### src/rtl/model_stream_reader.sv
// Walks one stored model triangle by triangle and streams it downstream over valid/ready.
// Optional MODEL_STREAM_READER_STATS_EN adds handshake and stall counters.
module model_stream_reader #(
    parameter int MAX_MODEL_COUNT    = 10,
    parameter int MAX_TRIANGLE_COUNT = 100,
    parameter int TRIANGLE_W         = 156,
    localparam int MIW = (MAX_MODEL_COUNT > 1) ? $clog2(MAX_MODEL_COUNT) : 1,
    localparam int TIW = (MAX_TRIANGLE_COUNT > 1) ? $clog2(MAX_TRIANGLE_COUNT) : 1
) (
    input  logic                  clk,
    input  logic                  rstn,
    input  logic                  cmd_valid,
    output logic                  cmd_ready,
    input  logic [MIW-1:0]        cmd_model_index,
    output logic [MIW-1:0]        read_model_index,
    output logic [TIW-1:0]        read_triangle_index,
    input  logic [TRIANGLE_W-1:0] read_triangle,
    input  logic                  read_last_index,
    output logic                  out_valid,
    input  logic                  out_ready,
    output logic [TRIANGLE_W-1:0] out_triangle,
    output logic                  out_last,
    output logic                  done
`ifdef MODEL_STREAM_READER_STATS_EN
    ,
    output logic [15:0]           stat_triangles,
    output logic [15:0]           stat_stall_cycles
`endif
);

    typedef enum logic [1:0] {
        ST_IDLE   = 2'd0,
        ST_STREAM = 2'd1
    } state_e;

    localparam logic [TIW-1:0] LAST_IDX = TIW'(MAX_TRIANGLE_COUNT - 1);

    state_e                  state_q, state_d;
    logic [MIW-1:0]          model_q, model_d;
    logic [TIW-1:0]          count_q, count_d;
    logic                    fetched_q, fetched_d;
    logic                    out_valid_q, out_valid_d;
    logic [TRIANGLE_W-1:0]   out_tri_q, out_tri_d;
    logic                    out_last_q, out_last_d;
    logic                    done_q, done_d;

    logic                    capture;
    logic                    last_tri;
    logic                    accept;

    // The index guard terminates the walk even if the buffer never flags a last triangle.
    assign last_tri = read_last_index || (count_q == LAST_IDX);
    assign capture  = (state_q == ST_STREAM) && !fetched_q && (!out_valid_q || out_ready);
    assign accept   = (state_q == ST_IDLE) && cmd_valid;

    always_ff @(posedge clk or negedge rstn) begin
        if (!rstn) begin
            state_q     <= ST_IDLE;
            model_q     <= '0;
            count_q     <= '0;
            fetched_q   <= 1'b0;
            out_valid_q <= 1'b0;
            out_tri_q   <= '0;
            out_last_q  <= 1'b0;
            done_q      <= 1'b0;
        end else begin
            state_q     <= state_d;
            model_q     <= model_d;
            count_q     <= count_d;
            fetched_q   <= fetched_d;
            out_valid_q <= out_valid_d;
            out_tri_q   <= out_tri_d;
            out_last_q  <= out_last_d;
            done_q      <= done_d;
        end
    end

    always_comb begin
        state_d     = state_q;
        model_d     = model_q;
        count_d     = count_q;
        fetched_d   = fetched_q;
        out_valid_d = out_valid_q;
        out_tri_d   = out_tri_q;
        out_last_d  = out_last_q;
        done_d      = 1'b0;

        case (state_q)
            ST_IDLE: begin
                if (cmd_valid) begin
                    model_d   = cmd_model_index;
                    count_d   = '0;
                    fetched_d = 1'b0;
                    state_d   = ST_STREAM;
                end
            end
            ST_STREAM: begin
                if (capture) begin
                    out_tri_d   = read_triangle;
                    out_valid_d = 1'b1;
                    out_last_d  = last_tri;
                    if (last_tri) begin
                        fetched_d = 1'b1;
                    end else begin
                        count_d = count_q + 1'b1;
                    end
                end else if (fetched_q && out_valid_q && out_ready) begin
                    out_valid_d = 1'b0;
                    out_last_d  = 1'b0;
                    done_d      = 1'b1;
                    state_d     = ST_IDLE;
                end else if (out_ready) begin
                    out_valid_d = 1'b0;
                end
            end
            default: begin
                state_d     = ST_IDLE;
                fetched_d   = 1'b0;
                out_valid_d = 1'b0;
                out_last_d  = 1'b0;
            end
        endcase
    end

    // cmd_ready is gated by rstn so it reads low while reset is held.
    assign cmd_ready           = rstn && (state_q == ST_IDLE);
    assign read_model_index    = model_q;
    assign read_triangle_index = count_q;
    assign out_valid           = out_valid_q;
    assign out_triangle        = out_tri_q;
    assign out_last            = out_last_q;
    assign done                = done_q;

`ifdef MODEL_STREAM_READER_STATS_EN
    logic [15:0] stat_tri_q;
    logic [15:0] stat_stall_q;

    always_ff @(posedge clk or negedge rstn) begin
        if (!rstn) begin
            stat_tri_q   <= '0;
            stat_stall_q <= '0;
        end else if (accept) begin
            stat_tri_q   <= '0;
            stat_stall_q <= '0;
        end else begin
            if (out_valid_q && out_ready && (stat_tri_q != 16'hFFFF)) begin
                stat_tri_q <= stat_tri_q + 16'd1;
            end
            if (out_valid_q && !out_ready && (stat_stall_q != 16'hFFFF)) begin
                stat_stall_q <= stat_stall_q + 16'd1;
            end
        end
    end

    assign stat_triangles    = stat_tri_q;
    assign stat_stall_cycles = stat_stall_q;
`else
    logic unused_accept;
    assign unused_accept = accept;
`endif

endmodule

### config.mk
export PLATFORM = sky130hd
export DESIGN_NAME = model_stream_reader
export DESIGN_NICKNAME = d
export VERILOG_FILES = /design/src/rtl/model_stream_reader.sv
export SDC_FILE = /design/constraint.sdc
export NUM_CORES = 1
export LEC_CHECK = 0
export CORE_UTILIZATION = 40
export CTS_CLUSTER_DIAMETER = 80
export CTS_CLUSTER_SIZE = 10
export DETAILED_ROUTE_END_ITERATION = 10
export PLACE_DENSITY = 0.8
export SYNTH_ARGS = -nofsm -noshare
export SYNTH_HDL_FRONTEND = slang
export SYNTH_SLANG_ARGS = --single-unit
### constraint.sdc
create_clock -name clk -period 2.3 [get_ports clk]
set_input_delay 0.46 -clock clk [delete_from_list [all_inputs] [get_ports clk]]
set_output_delay 0.46 -clock clk [all_outputs]
set_load 0.1 [all_outputs]
==> out/metrics.yaml <==
status: "finished clean"
numClockSinks: 172
ys_dominant_reg_cell: "dfrtp_1"
htree_levels: 4
worst_slew_pin_slew_ps: 935
syn_area_per_cell_um2: 9.06
dp.final_hpwl_um: 13300
drc_errors: 0
seq_area_frac_synth_pct: 65.2
clockRootBuffer: "clkbuf_16"
wl_met3_um: 1370
syn_to_final_growth_pct: 57.5
synthAdderAreaFrac_pct: 0.190
mappedNetlistNets: 895
synth.area.mux_share_pct: 0.853
critPathCaptureType: "register"
worstHoldPathType: "input port to async pin"
yosys_warnings: 0
max_cap_violations: 0
drt_iter0_markers: 290
critPathKind: "register to register"
final.setup.tns_ps: 0
die_h_um: 130
crit_path_start_kind: "register"
start_util_pct: 41.3
cts_setup_buffers: 0
coreArea_um2: 16000
synth_compound_area_share_pct: 2.20
first_global_vias: 5863
ys_ff_latch: 172
row_count: 46
path_max_fanout: 5
port-buffer-count: 335
vias: 5956
track_usage_pct: 22.1
highest_layer: "met4"
final_cell_mix: "471 x nand2_1, 174 x buf_4, 172 x dfrtp_1"
gp_routability_congestion: 0.812
routedWlPerCell_um: 14.6
die-area_um2: 17000
fin_crit_ps: 1850
cts_hold_buf: 0
grt_pass1_wl_um: 28900
clockBufferDepth: 2
wl_met2_um: 9560
clock_latency_ps: 420
slew_headroom_pct: 37.6
rsz0062_at_grt: "false"
antennaDiodeCount: 0
grt_antenna_before_repair: 0
cts_tree: "done"
layout-drive-gt1-share_pct: 21.0
final_common_cell: "nand2_1"
cts_buffers: 17
nets: 1222
worst_ep_required_time_ps: 2590
synth_top_family_by_area: "simple AND/OR/NAND/NOR gates"
synth_simple_gate_area_share_pct: 28.8
overflow: 0
synth_edf_count: 0
cp_data_arrival_time_ps: 2140
wl_met1_um: 7410
synth-xor-area-share_pct: 0.133
min_period_over_period_pct: 80.2
cts_resized: 0
grt_max_degree: 98
max_freq_mhz: 542
async_flop_share_pct: 100
final-max-slew-violation-count: 0
ioPinCount: 336
clk_pin_slew_ps: 60
synthDistinctLibCells: 31
wl_um: 18800
setup-violations-final: 0
postRouteAntennaNets: 0
netlist_area_um2: 6600
via_per_inst: 4.64
syn-instance-count: 729
fin_worst_skew_ps: 9.08
hold_viol: 0
dr.pass1.iters: 4
die-width_um: 130
## Yosys cell counts, drive strengths merged, types with 3 or more instances
master	number	area share (%)
nand2	471	27
dfrtp	172	65
buf	23	1.6
clkbuf	13	0.74
inv	5	0.28
mux2	5	0.85
nand3	5	0.38
nor2	5	0.28
nor2b	4	0.38
o21ai	3	0.23
## flip-flops by register name (all words and copies together), names as in the netlist
register             flops
out_triangle           156
fetched_q                1
out_valid                1
read_triangle_index      7
out_last                 1
done                     1
read_model_index         4
state_q                  1
## per-stage QoR
stage               instances  hold slack, ps  area [um^2]  worst slack [ps]  utilization, %
floorplan                 729             164         6600              26.9               -
global placement         1253             459         9800               397            61.3
detailed placement       1253             463         9800               368            61.3
CTS                      1285             134        10400               449            65.0
global route             1285             152        10400               353            65.0
finish                   1285             124        10400               454            65.0
## final timing paths
| kind | startpoint | end | slack (ps) | cells after the start |
|---|---|---|---|---|
| max | read_triangle_index[0]$_DFFE_PN0P_ | read_triangle_index[6]$_DFFE_PN0P_ | 450 | 5 |
| min | rstn | out_triangle[43]$_DFFE_PN0P_ | 120 | 2 |
| max reg2reg | read_triangle_index[0]$_DFFE_PN0P_ | read_triangle_index[6]$_DFFE_PN0P_ | 450 | 5 |
| min reg2reg | out_triangle[23]$_DFFE_PN0P_ | out_triangle[23]$_DFFE_PN0P_ | 470 | 2 |
| max in group asynchronous | rstn | out_triangle[104]$_DFFE_PN0P_ | 1390 | 2 |
| min in group clk | out_triangle[23]$_DFFE_PN0P_ | out_triangle[23]$_DFFE_PN0P_ | 470 | 2 |
## final cells by class
type / count / area (um^2)
clock buffers: 24 / 512
clock inverters: 8 / 81.3
fillers: 1335 / 5600
inverters: 5 / 18.8
multi-input cells: 516 / 2140
flip-flops and latches: 172 / 4300
well taps: 216 / 270
repair buffers: 344 / 3070
## metal layers
metal / global-route usage [%] / vias to the layer above
met3: 6.35 / 30
met2: 38.3 / 211
met4: 8.65 / 0
li1: - / 2881
met1: 25.8 / 2834
met5: 0 / -
## cells by family (layout without fill, tap and decap cells)
| kind of cell | after synthesis | after routing |
|---|---|---|
| XOR/XNOR | 1 | 1 |
| multiplexers | 5 | 5 |
| buffers and inverters | 41 | 381 |
| AND/OR/NAND/NOR | 493 | 493 |
| AO/OA/AOI/OAI | 16 | 16 |
| flip-flops | 172 | 172 |
| adder cells (fa/ha/maj) | 1 | 1 |
## critical path: stages (launching register included)
cell and delay (ps):
dfrtp_1 420, ha_1 270, and4bb_4 230, a31oi_4 250
a21oi_1 170, a221o_1 380
Power is left out: the tool's default activity adds up to more than one toggle a clock period on the data nets, which glitch-free logic cannot reach.
